## config.mk

```make
export PLATFORM = sky130hd
export DESIGN_NAME = fetch_stage
export DESIGN_NICKNAME = d
export VERILOG_FILES = /design/src/rtl/fetch_stage.sv
export SDC_FILE = /design/constraint.sdc
export NUM_CORES = 1
export LEC_CHECK = 0
export CORE_UTILIZATION = 56
export CTS_CLUSTER_DIAMETER = 100
export CTS_CLUSTER_SIZE = 25
export DETAILED_ROUTE_END_ITERATION = 6
export GPL_TIMING_DRIVEN = 0
export PLACE_DENSITY_LB_ADDON = 0.3
export SETUP_SLACK_MARGIN = 0.2
export SYNTH_ARGS = -nofsm -noshare
export SYNTH_HDL_FRONTEND = slang
export SYNTH_SLANG_ARGS = --single-unit
```

## constraint.sdc

```tcl
create_clock -name clk -period 10.6 [get_ports clk]
set_input_delay 2.12 -clock clk [delete_from_list [all_inputs] [get_ports clk]]
set_output_delay 2.12 -clock clk [all_outputs]
set_load 0.05 [all_outputs]
```

## src/rtl/fetch_stage.sv

```systemverilog
// Fetch stage: owns the PC, issues in-order word requests to instruction memory,
// buffers responses in a small queue and presents the head to the IF/ID register.
module fetch_stage #(
    parameter logic [31:0] RESET_VECTOR = 32'h0000_0000,
    parameter int unsigned DEPTH        = 2
) (
    input  logic        clk,
    input  logic        rst_n,
    input  logic        stallF,
    input  logic        PCSrcE,
    input  logic [31:0] PCTargetE,
    output logic        imem_req_valid,
    input  logic        imem_req_ready,
    output logic [31:0] imem_req_addr,
    input  logic        imem_resp_valid,
    input  logic [31:0] imem_resp_data,
    output logic [31:0] instrF,
    output logic [31:0] PCF,
    output logic [31:0] PCPlus4F,
    output logic        validF
);

    localparam int unsigned PTR_W = (DEPTH > 1) ? $clog2(DEPTH) : 1;
    localparam int unsigned CNT_W = $clog2(DEPTH + 1);
    localparam logic [31:0] NOP_INSTR = 32'h0000_0013;
    localparam logic [CNT_W:0] CREDIT_LIMIT = (CNT_W + 1)'(DEPTH);
    localparam logic [CNT_W-1:0] CNT_ONE = CNT_W'(1);
    localparam logic [PTR_W-1:0] PTR_ONE = PTR_W'(1);

    logic [31:0]            fetch_pc_q, fetch_pc_d;
    logic [31:0]            resp_pc_q, resp_pc_d;
    logic [PTR_W-1:0]       rd_ptr_q, rd_ptr_d;
    logic [PTR_W-1:0]       wr_ptr_q, wr_ptr_d;
    logic [CNT_W-1:0]       count_q, count_d;
    logic [CNT_W-1:0]       outstanding_q, outstanding_d;
    logic [CNT_W-1:0]       drop_q, drop_d;
    logic [DEPTH-1:0][31:0] entry_pc_q, entry_pc_d;
    logic [DEPTH-1:0][31:0] entry_instr_q, entry_instr_d;

    logic [CNT_W:0] inflight;
    logic           can_issue;
    logic           req_fire;
    logic           push;
    logic           pop;
    logic           queue_nonempty;

    // Credits cover both in-flight requests and queued entries, so a response
    // can never find the queue full.
    always_comb begin
        inflight       = {1'b0, outstanding_q} + {1'b0, count_q};
        can_issue      = inflight < CREDIT_LIMIT;
        queue_nonempty = count_q != '0;
        imem_req_valid = rst_n & ~PCSrcE & can_issue;
        imem_req_addr  = fetch_pc_q;
        req_fire       = imem_req_valid & imem_req_ready;
        push           = imem_resp_valid & ~PCSrcE & (drop_q == '0);
        pop            = queue_nonempty & ~stallF & ~PCSrcE;
    end

    always_comb begin
        fetch_pc_d = fetch_pc_q;
        if (PCSrcE) begin
            fetch_pc_d = PCTargetE;
        end else if (req_fire) begin
            fetch_pc_d = fetch_pc_q + 32'd4;
        end
    end

    always_comb begin
        resp_pc_d = resp_pc_q;
        if (PCSrcE) begin
            resp_pc_d = PCTargetE;
        end else if (push) begin
            resp_pc_d = resp_pc_q + 32'd4;
        end
    end

    always_comb begin
        outstanding_d = outstanding_q;
        unique case ({req_fire, imem_resp_valid})
            2'b10:   outstanding_d = outstanding_q + CNT_ONE;
            2'b01:   outstanding_d = outstanding_q - CNT_ONE;
            default: outstanding_d = outstanding_q;
        endcase
    end

    // On redirect every request still in flight after this cycle's response
    // belongs to the discarded path; no request is issued in a redirect cycle.
    always_comb begin
        drop_d = drop_q;
        if (PCSrcE) begin
            drop_d = imem_resp_valid ? (outstanding_q - CNT_ONE) : outstanding_q;
        end else if (imem_resp_valid && (drop_q != '0)) begin
            drop_d = drop_q - CNT_ONE;
        end
    end

    always_comb begin
        count_d  = count_q;
        rd_ptr_d = rd_ptr_q;
        wr_ptr_d = wr_ptr_q;
        if (PCSrcE) begin
            count_d  = '0;
            rd_ptr_d = '0;
            wr_ptr_d = '0;
        end else begin
            if (push) begin
                wr_ptr_d = wr_ptr_q + PTR_ONE;
            end
            if (pop) begin
                rd_ptr_d = rd_ptr_q + PTR_ONE;
            end
            unique case ({push, pop})
                2'b10:   count_d = count_q + CNT_ONE;
                2'b01:   count_d = count_q - CNT_ONE;
                default: count_d = count_q;
            endcase
        end
    end

    always_comb begin
        entry_pc_d    = entry_pc_q;
        entry_instr_d = entry_instr_q;
        if (push) begin
            entry_pc_d[wr_ptr_q]    = resp_pc_q;
            entry_instr_d[wr_ptr_q] = imem_resp_data;
        end
    end

    always_comb begin
        validF   = queue_nonempty;
        instrF   = NOP_INSTR;
        PCF      = '0;
        PCPlus4F = '0;
        if (queue_nonempty) begin
            instrF   = entry_instr_q[rd_ptr_q];
            PCF      = entry_pc_q[rd_ptr_q];
            PCPlus4F = entry_pc_q[rd_ptr_q] + 32'd4;
        end
    end

    always_ff @(posedge clk) begin
        if (!rst_n) begin
            fetch_pc_q    <= RESET_VECTOR;
            resp_pc_q     <= RESET_VECTOR;
            rd_ptr_q      <= '0;
            wr_ptr_q      <= '0;
            count_q       <= '0;
            outstanding_q <= '0;
            drop_q        <= '0;
        end else begin
            fetch_pc_q    <= fetch_pc_d;
            resp_pc_q     <= resp_pc_d;
            rd_ptr_q      <= rd_ptr_d;
            wr_ptr_q      <= wr_ptr_d;
            count_q       <= count_d;
            outstanding_q <= outstanding_d;
            drop_q        <= drop_d;
        end
    end

    always_ff @(posedge clk) begin
        entry_pc_q    <= entry_pc_d;
        entry_instr_q <= entry_instr_d;
    end

    a_no_overflow: assert property (@(posedge clk) disable iff (!rst_n)
        !(push && (count_q == CNT_W'(DEPTH))));
    a_drop_bound: assert property (@(posedge clk) disable iff (!rst_n)
        drop_q <= outstanding_q);

endmodule
```

==> results of run 1 <==
## state kept, by name, summed over array words and instances (netlist names)
signal / flops
wr_ptr_q: 1
imem_req_addr: 32
drop_q: 2
entry_instr_q: 64
entry_pc_q: 64
resp_pc_q: 32
outstanding_q: 2
rd_ptr_q: 1
count_q: 2
## report_power, final
part	leakage (nW)	switching, mW	internal [mW]	total, mW
registers	1.77	0.0325	0.867	0.900
clock network	0.270	0.278	0.346	0.624
logic	1.97	0.154	0.0960	0.250
total	4.01	0.464	1.31	1.77
## how the worst max path moves through the flow
stage / startpoint / end / depth (start not counted)
final: rd_ptr_q / PCPlus4F[26] / 12
after global placement: PCSrcE / entry_instr_q[42] / 6
after CTS: rd_ptr_q / PCPlus4F[26] / 12
after floorplan: PCSrcE / entry_instr_q[0] / 5
after global routing: rd_ptr_q / PCPlus4F[28] / 12
after detailed placement: rd_ptr_q / PCPlus4F[26] / 12
## final cells by class
class	count	area, um2
Buffer	51	231.5
Clock buffer	19	432.9
Clock inverter	13	131.4
Fill cell	1119	4144
Inverter	23	86.33
Multi-Input combinational cell	613	3925
Sequential cell	200	5285
Tap cell	220	275.3
Timing Repair Buffer	203	2072
## routing by layer
metal,part of all wire,vias up
met4,0.022,0
met2,0.47,475
li1,-,3711
met1,0.42,3705
met3,0.087,55
met5,0,-
## metrics by stage
stage               setup slack [ns]  hold WS, ns  power [mW]
floorplan                      4.535       0.4254       1.059
global placement               2.106       0.4400       1.153
detailed placement             4.311       0.4521       1.161
CTS                            3.846       0.4680       1.774
global route                   3.638       0.5015       1.825
finish                         3.771       0.4658       1.773
## kinds of logic (layout without fill, tap and decap cells)
family,Yosys count,after routing
and+or+nand+nor,328,328
DFF,200,200
AOI/OAI and AO/OA,153,153
buffers and inverters,74,309
muxes,68,68
xor gates and xnor gates,57,57
adders and majority gates,7,7
## cells in the final DEF (no fill, tap or decap), drive strengths merged, types with 15 or more instances in the layout
master and instances:
and2 15, mux2i 58, nand2 63, nor4 26
buf 25, edfxtp 128, dfxtp 72, clkbuf 49
xnor2 47, inv 24, o21ai 40, nor3 23
clkdlybuf4s50 199, nand4 25, a21oi 55, nor2 100
nand3 30
==> summary.txt, run 1 <==
Run status
  • Status: finished, final reports clean

Logic synthesis
  • Top_reg_cell synth: edfxtp_1
  • Mapped Area: 0.009513 mm2
  • Synthesized Nets: 964
  • Top cells by instance count after synthesis: edfxtp_1, nor2_1, dfxtp_1
  • Area contributors post-synth: edfxtp_1, dfxtp_1, mux2i_1, xnor2_1, nor2_1
  • Mux cell area share after synthesis: 0.07287
  • Cell accounting for the most synthesized area: edfxtp_1
  • Sequential-to-total area share from yosys stat: 0.5556
  • Number of synthesized register bits: 200
  • Post-synth top area share: 0.4041
  • Adder-Cell Fraction of Synth Area: 0.009996
  • Mapped Cells: 887
  • XOR/XNOR Fraction of Synth Area: 0.05248
  • Ys async rst share: 0
  • Post-Syn Area per Cell: 10.72 um2
  • Main combinational cell family by area after synthesis: simple AND/OR/NAND/NOR gates
  • Simple-gate share of the synthesized area: 0.1772
  • Post-synth EDFFs: 128
  • Most frequent cell after synthesis: edfxtp_1
  • Synth Area in Compound Gates: 0.09851
  • Post-synth cell types: 62
  • Ys Warns: 0

Timing
  • Final Max Tran Viols: 0
  • Min Clock Period, post-route: 6.829 ns
  • Ratio of final minimum period to clock period: 0.6442
  • Slew margin rel.: 0.4099
  • Setup TNS: 0 ns
  • Final hold vios: 0
  • Post-route clock skew: 0.01041 ns
  • Slew @ Worst Pin: 0.8819 ns
  • RSZ-0062 raised after global routing: no
  • Achievable Freq: 146.4 MHz
  • Setup violators final: 0

Global routing
  • Met1 usage: 0.3867
  • Met3 Use GR: 0.04960
  • Antenna violations before repair: 0
  • Vias in the first global route: 7748
  • GR peak layer: met2
  • Met2 Use GR: 0.4895
  • Pin count of the biggest net entering global routing: 27
  • GRT Total Usage: 0.2944
  • Grt total ovfl: 0
  • First-pass GRT wire length: 40.16 mm

Floorplan
  • Row count: 47
  • Die height: 132.3 um
  • Die width: 132.3 um
  • Initial Util: 0.5736
  • Ports: 200
  • Die area: 0.01751 mm2
  • Core area: 0.01658 mm2

Final layout
  • Antenna cell count: 0
  • Layout Utilization: 0.7501
  • Net count, final: 1186
  • Area Overhead vs Synth: 30.76%
  • Share of post-route cells with drive strength above 1: 0.06684
  • Final Cell Area: 0.01244 mm2
  • Fin cells: 1342

Critical path
  • CP dominant cell by count: buf_2
  • CP max FO: 10
  • Critical path's top delay family: buffers and inverters
  • Crit end category: output pin
  • CP Data Arrival Time: 4.71 ns
  • FF-to-FF End: outstanding_q[1]
  • Worst r2r src: outstanding_q[0]
  • Startpoint types: flop
  • Slowest-stage cell, CP: clkdlybuf4s50_1
  • Crit-path cells: buf_2, buf_2, buf_2, mux2_2, ha_1, inv_1, a211oi_1, nand2_1, clkbuf_1, o31a_1, nor3_1, clkdlybuf4s50_1
  • Worst R2R Setup Slack: 7.50 ns
  • Crit path buf inv count: 6
  • Critical Path RT: 8.48 ns
  • Worst r2r path cells: 10
  • Crit Path Class: flop to output pin
  • CP peak stage delay: 0.86 ns

CTS
  • PostCTS Resize Cnt: 0
  • Clock transition at the registers of the reported paths: 0.06 ns
  • Total CTS buffers: 17
  • Hold_buf cts: 0
  • CTS tree: done
  • Latest clock arrival within the worst-skew pair: 0.44 ns
  • Root buf cell: clkbuf_16
  • Post-CTS Setup Inserts: 0
  • Clock Path Buffers: 2
  • H-tree levels: 4
  • Clk sink count: 200

Routing
  • Via Count: 7946
  • Avg WL per Cell: 18.80 um
  • Drt initial violations: 715
  • Post-DRT Antenna Nets: 0
  • Vias per cell: 5.921
  • Post-Route WL: 25.24 mm
  • Residual DRC count: 0
  • First-pass detailed-route iteration total: 5

Placement
  • I/O Buffers: 199
  • Dpl cells: 1310
  • DP Area: 0.01188 mm2
  • GPL Wtd Cong: 0.9155
  • DP HPWL: 18.45 mm

Power
  • Peak VDD IR: 0.1338 mV
  • Cell Pwr Density: 142.5 mW/mm2
  • LEAKAGE: 4.006 nW

Min path
  • Critical hold path startpoint: resp_pc_q[1]
  • Hold Crit Depth: 0
  • Hold crit path type: flop to flop
  • Worst hold endpoint: entry_pc_q[33]

Flow run
  • Total of max-cap violations: 0
Note: power is estimated with default switching activity, not from simulation.
==> run 2: changes to the inputs <==
--- a/config.mk
+++ b/config.mk
@@ -5,7 +5,7 @@
 export SDC_FILE = /design/constraint.sdc
 export NUM_CORES = 1
 export LEC_CHECK = 0
-export CORE_UTILIZATION = 56
+export CORE_UTILIZATION = 47
 export CTS_CLUSTER_DIAMETER = 100
 export CTS_CLUSTER_SIZE = 25
 export DETAILED_ROUTE_END_ITERATION = 6
==> constraint.sdc (replaced) <==
create_clock -name clk -period 5.7 [get_ports clk]
set_input_delay 1.14 -clock clk [delete_from_list [all_inputs] [get_ports clk]]
set_output_delay 1.14 -clock clk [all_outputs]
set_load 0.05 [all_outputs]
==> run 2 against run 1 <==
Effect of this change:
- global-route usage down 5.1 points
- non-clock buffer count stayed put
- total power rose by 86%
- sequential share of layout area down 0.22 points
- wire length decreased by 1.0%
- via count is 2.9% lower
- clock power increased by 86%
- worst hold slack worse by 0.0069 ns
- cell area is 0.52% higher
- clock-buffer cell count is 3 higher
==> summary.txt, run 2 (synthesis gave the netlist of run 1 again) <==
Timing
  • Final setup margin: 0.3389 ns (-3.432 ns)
  • Setup TNS: 0 ns (unchanged)
  • Ratio of final minimum period to clock period: 0.9405
  • Slew @ Worst Pin: 0.8855 ns (+0.003643 ns)
  • Achievable Freq: 186.5 MHz
  • Min Clock Period, post-route: 5.361 ns
  • Setup violators final: 0 (unchanged)
  • Slew margin rel.: 0.4075 (-0.002437)
  • Post-route clock skew: 0.01687 ns (+0.006461 ns)
  • Hold WS: 0.4589 ns (-0.006919 ns)
  • Final Max Tran Viols: 0 (unchanged)
  • RSZ-0062 raised after global routing: no
  • Final hold vios: 0 (unchanged)

Placement
  • DP Area: 0.01193 mm2 (+0.47%)
  • DP HPWL: 18.90 mm (+2.4%)
  • DP Worst Slack: 0.3109 ns (-4.001 ns)
  • I/O Buffers: 199 (unchanged)
  • GPL Wtd Cong: 0.8916 (-2.6%)

Run status
  • Status: finished, final reports clean

Floorplan
  • Die width: 144.3 um (+9.0%)
  • Row count: 51 (+8.5%)
  • Initial Util: 0.4840 (-0.08962)
  • Die height: 144.3 um (+9.0%)
  • Die area: 0.02081 mm2 (+19%)
  • Ports: 200 (unchanged)
  • Core area: 0.01965 mm2 (+19%)

Final layout
  • Area Overhead vs Synth: 31.45%
  • Commonest non-fill, non-tap cell in the layout: clkdlybuf4s50_1
  • Largest regs: entry_instr_q: 64 flops, entry_pc_q: 64 flops
  • Most frequent cells in the layout: clkdlybuf4s50_1, edfxtp_1, nor2_1, dfxtp_1, nand2_1
  • Net count, final: 1186 (unchanged)
  • Share of post-route cells with drive strength above 1: 0.07041 (+0.003565)
  • Antenna cell count: 0 (unchanged)
  • Final Cell Area: 0.01250 mm2 (+0.52%)
  • Filler cells: 1584 (+42%)

Global routing
  • First-pass GRT wire length: 38.52 mm (-4.1%)
  • Pin count of the biggest net entering global routing: 29 (+7.4%)
  • Grt total ovfl: 0 (unchanged)
  • Vias in the first global route: 7373 (-4.8%)
  • Antenna violations before repair: 0 (unchanged)
  • GRT Total Usage: 0.2436 (-0.05079)

Flow run
  • Total of max-cap violations: 0 (unchanged)

Routing
  • Drt initial violations: 517 (-28%)
  • First-pass detailed-route iteration total: 5 (unchanged)
  • Vias per cell: 5.565 (-6.0%)
  • Post-Route WL: 24.97 mm (-1.0%)
  • Avg WL per Cell: 18.01 um (-4.3%)
  • Via Count: 7719 (-2.9%)
  • Residual DRC count: 0 (unchanged)
  • Post-DRT Antenna Nets: 0 (unchanged)

Critical path
  • FF-to-FF End: outstanding_q[1]
  • Worst R2R Setup Slack: 2.52 ns (-4.98 ns)
  • Worst r2r src: outstanding_q[0]
  • Crit Path Class: flop to output pin
  • Startpoint types: flop
  • CP Data Arrival Time: 4.22 ns (-0.49 ns)
  • CP max FO: 10 (unchanged)
  • Worst r2r path cells: 10 (unchanged)
  • Crit end category: output pin
  • Critical Path RT: 4.56 ns (-3.92 ns)
  • Crit path from: rd_ptr_q

Power
  • LEAKAGE: 4.044 nW (+0.94%)
  • Overall power: 3.297 mW (+86%)
  • Peak VDD IR: 0.2273 mV (+70%)
  • Cell Pwr Density: 263.6 mW/mm2 (+85%)

CTS
  • Root buf cell: clkbuf_16
  • CTS tree: done
  • Post-CTS Setup Inserts: 0 (unchanged)
  • H-tree levels: 4 (unchanged)
  • Clock Path Buffers: 2 (unchanged)
  • Latest clock arrival within the worst-skew pair: 0.44 ns (about the same)
  • Total CTS buffers: 17 (unchanged)
  • Clock transition at the registers of the reported paths: 0.07 ns (about the same)
  • Clk sink count: 200 (unchanged)

Min path
  • Critical hold path startpoint: imem_req_addr[0]
  • Hold Crit Depth: 2 (+2)
  • Hold crit path type: flop to flop
  • Worst hold endpoint: imem_req_addr[0]
==> run 2: cell types whose count changed in the layout (fill, tap and decap cells not counted), sizes merged <==
cell           change
bufinv             -2
inv                +4
clkdlybuf4s50      -6
clkbuf             +3
clkinv             -5
dlygate4sd2        +6
==> run 2: metrics by stage <==
step           std cells  utilization
6_report            1387       0.6362
4_1_cts             1387       0.6362
2_1_floorplan        887            -
5_1_grt             1387       0.6362
3_5_place_dp        1355       0.6071
3_3_place_gp        1351       0.6022
==> run 2: repair_timing <==
item	CTS	global route
endpoints found under the hold margin	0	0
gates resized for setup	7	0
hold buffers	0	0
endpoints found under the setup margin	6	0
==> run 2: worst max-delay path by stage <==
stage	endpoint	slack, ns	depth (start not counted)
finish	PCPlus4F[26]	0.34	12
floorplan	entry_instr_q[0]	0.61	5
global placement	entry_instr_q[38]	-1.92	6
detailed placement	PCPlus4F[26]	0.31	12
CTS	PCPlus4F[26]	0.35	12
global route	PCPlus4F[24]	0.21	12
==> run 2: final cells by class <==
| class | instances | area [um2] | area share |
|---|---|---|---|
| tap | 265 | 331.6 | 0.02652 |
| inverter | 23 | 86.33 | 0.006904 |
| sequential | 200 | 5285 | 0.4227 |
| buffer | 51 | 231.5 | 0.01851 |
| clock buffer | 22 | 496.7 | 0.03972 |
| multi-input combinational | 613 | 3930 | 0.3143 |
| clock inverter | 10 | 78.83 | 0.006304 |
| timing repair buffer | 203 | 2064 | 0.1651 |
==> run 2: critical path, stage by stage, from the launching register on <==
cell and delay (ns):
dfxtp_1 0.48, buf_2 0.28, buf_2 0.33, buf_2 0.34, mux2_2 0.24, ha_1 0.21
inv_1 0.08, a211oi_2 0.40, nand2_1 0.12, clkbuf_1 0.26, o31a_1 0.29, nor3_1 0.18
dlygate4sd2_1 0.56
==> run 2: report_power, final <==
group          switching [mW]  internal (mW)  leakage [nW]  total [mW]
Clock                   0.535          0.629         0.279        1.16
Sequential             0.0603           1.61          1.77        1.67
Combinational           0.283          0.178          2.00       0.460
Total                   0.878           2.42          4.04        3.30
==> run 2: layer usage <==
metal	track usage	routed length, um	up-vias
met1	0.3174	10650	3590
li1	-	-	3703
met3	0.06291	2532	40
met5	0	0	-
met4	0.08809	559	0
met2	0.3911	11230	386
==> run 3: changes to the inputs <==
--- a/config.mk
+++ b/config.mk
@@ -5,10 +5,12 @@
 export SDC_FILE = /design/constraint.sdc
 export NUM_CORES = 1
 export LEC_CHECK = 0
-export CORE_UTILIZATION = 47
+export CORE_UTILIZATION = 58
+export CTS_BUF_LIST = sky130_fd_sc_hd__clkbuf_16
 export CTS_CLUSTER_DIAMETER = 100
 export CTS_CLUSTER_SIZE = 25
 export DETAILED_ROUTE_END_ITERATION = 6
+export DONT_BUFFER_PORTS = 1
 export GPL_TIMING_DRIVEN = 0
 export PLACE_DENSITY_LB_ADDON = 0.3
 export SETUP_SLACK_MARGIN = 0.2
==> run 3 against run 2 <==
Effect of this change:
- worst hold slack better by 0.0062 ns
- sequential power up 3%
- total power down 4.1%
- via count down 8.4%
- largest power group unchanged
- combinational power down 35%
- non-clock buffer count down 198
- largest cell class unchanged
- first-iteration DRC count up 20%
==> summary.txt, run 3 (synthesis gave the netlist of run 1 again) <==
Run status
  • Status: finished, final reports clean

Routing
  • Post-DRT Antenna Nets: 0 (unchanged)
  • Via Count: 7073 (-8.4%)
  • First-pass detailed-route iteration total: 6 (+1)
  • Avg WL per Cell: 20.44 um (+14%)
  • Vias per cell: 6.204 (+11%)
  • Residual DRC count: 0 (unchanged)
  • Post-Route WL: 23.30 mm (-6.7%)
  • Drt initial violations: 620 (+20%)

Final layout
  • Commonest non-fill, non-tap cell in the layout: edfxtp_1
  • Area Overhead vs Synth: 10.67%
  • Most frequent cells in the layout: edfxtp_1, nor2_1, dfxtp_1, nand2_1, mux2i_1
  • Filler cells: 1242 (-22%)
  • Antenna cell count: 0 (unchanged)
  • Final Cell Area: 0.01053 mm2 (-16%)
  • Largest regs: entry_instr_q: 64 flops, entry_pc_q: 64 flops
  • Share of post-route cells with drive strength above 1: 0.1006 (+0.03024)
  • Net count, final: 988 (-17%)

CTS
  • Hold_buf cts: 0 (unchanged)
  • Clock transition at the registers of the reported paths: 0.07 ns (about the same)
  • Clock Path Buffers: 2 (unchanged)
  • Post-CTS Setup Inserts: 0 (unchanged)
  • CTS tree: done
  • Latest clock arrival within the worst-skew pair: 0.44 ns (about the same)
  • Root buf cell: clkbuf_16
  • Total CTS buffers: 17 (unchanged)
  • Clk sink count: 200 (unchanged)
  • H-tree levels: 4 (unchanged)
  • PostCTS Resize Cnt: 4 (-3)

Timing
  • Setup TNS: 0 ns (unchanged)
  • Ratio of final minimum period to clock period: 0.9311 (-0.009441)
  • Slew @ Worst Pin: 1.301 ns (+0.4151 ns)
  • Final hold vios: 0 (unchanged)
  • Hold WS: 0.4651 ns (+0.006235 ns)
  • Final setup margin: 0.3927 ns (+0.05381 ns)
  • Final Max Tran Viols: 0 (unchanged)
  • RSZ-0062 raised after global routing: no
  • Post-route clock skew: 0.01177 ns (-0.005100 ns)
  • Achievable Freq: 188.4 MHz (+1.0%)
  • Slew margin rel.: 0.1234 (-0.2840)
  • Setup violators final: 0 (unchanged)
  • Min Clock Period, post-route: 5.307 ns (-0.05381 ns)

Global routing
  • Met3 Use GR: 0.08979 (+0.02688)
  • Met1 usage: 0.3419 (+0.02448)
  • Grt total ovfl: 0 (unchanged)
  • First-pass GRT wire length: 35.28 mm (-8.4%)
  • Vias in the first global route: 6672 (-9.5%)
  • Antenna violations before repair: 0 (unchanged)
  • Met2 Use GR: 0.4415 (+0.05044)
  • GR peak layer: met2
  • Pin count of the biggest net entering global routing: 28 (-3.4%)
  • GRT Total Usage: 0.2761 (+0.03248)

Critical path
  • Startpoint types: flop
  • Critical Path RT: 4.56 ns (about the same)
  • CP Data Arrival Time: 4.17 ns (-0.05 ns)
  • Crit Path Class: flop to output pin
  • Crit end category: output pin
  • CP max FO: 10 (unchanged)

Floorplan
  • Initial Util: 0.5967 (+0.1127)
  • Core area: 0.01594 mm2 (-19%)
  • Row count: 46 (-9.8%)
  • Die height: 130.1 um (-9.8%)
  • Die width: 130.1 um (-9.8%)
  • Die area: 0.01692 mm2 (-19%)
  • Ports: 200 (unchanged)

Placement
  • DP Worst Slack: 0.2357 ns (-0.07527 ns)
  • GPL Wtd Cong: 0.9253 (+3.8%)
  • DP HPWL: 17.50 mm (-7.4%)
  • I/O Buffers: 0 (-100%)
  • DP Area: 0.009935 mm2 (-17%)

Min path
  • Hold crit path type: flop to flop

Power
  • Peak VDD IR: 0.2378 mV (+4.6%)
  • LEAKAGE: 3.306 nW (-18%)
  • Cell Pwr Density: 300.5 mW/mm2 (+14%)

Flow run
  • Total of max-cap violations: 0 (unchanged)
## run 3: cell count changes in the layout (fill, tap and decap cells not counted), sizes merged
cell / previous run / this run
buf: 25 / 26
clkbuf: 52 / 47
clkdlybuf4s50: 193 / 0
clkinv: 3 / 1
dlygate4sd2: 6 / 0
inv: 28 / 35
## run 3: worst paths after layout
check	slack [ns]	cells past startpoint	startpoint	to
max	0.39	11	rd_ptr_q	PCPlus4F[22]
min	0.47	0	resp_pc_q[1]	entry_pc_q[1]
min reg2reg	0.47	0	resp_pc_q[1]	entry_pc_q[1]
max reg2reg	2.14	10	outstanding_q[0]	outstanding_q[1]
## run 3: final cells by class
class,instances,area [um2],share of cell area
Sequential cell,200,5285,0.5020
Multi-Input combinational cell,613,4010,0.3809
Clock buffer,17,425.4,0.04041
Tap cell,216,270.3,0.02567
Buffer,51,231.5,0.02199
Clock inverter,15,131.4,0.01248
Timing Repair Buffer,5,87.58,0.008319
Inverter,23,86.33,0.008201
## run 3: where the power goes
group / internal [mW] / leakage [nW] / switching, mW
Sequential: 1.61 / 1.77 / 0.111
Clock: 0.578 / 0.274 / 0.564
Combinational: 0.0864 / 1.26 / 0.212
Total: 2.28 / 3.31 / 0.887
## run 3: through the flow
step,std cells,power (mW),util
after floorplan,887,1.970,-
after global placement,1103,2.034,0.6136
after detailed placement,1108,2.047,0.6231
after CTS,1140,3.165,0.6595
after global routing,1140,3.256,0.6603
final,1140,3.163,0.6603
## run 3: worst max-delay path, stage by stage, from the launching register on
cell	delay, ns
dfxtp_1	0.47
buf_2	0.28
buf_2	0.33
buf_2	0.33
mux2_2	0.40
ha_1	0.25
inv_1	0.09
a211oi_2	0.08
nand2_1	0.12
clkbuf_1	0.44
nor4_1	0.11
nor3_2	0.81
## run 3: per-layer routing
| layer | vias to the layer above | share of wire |
|---|---|---|
| met3 | 52 | 0.12 |
| li1 | 3299 | - |
| met4 | 0 | 0.032 |
| met1 | 3320 | 0.40 |
| met2 | 402 | 0.46 |
| met5 | - | 0 |
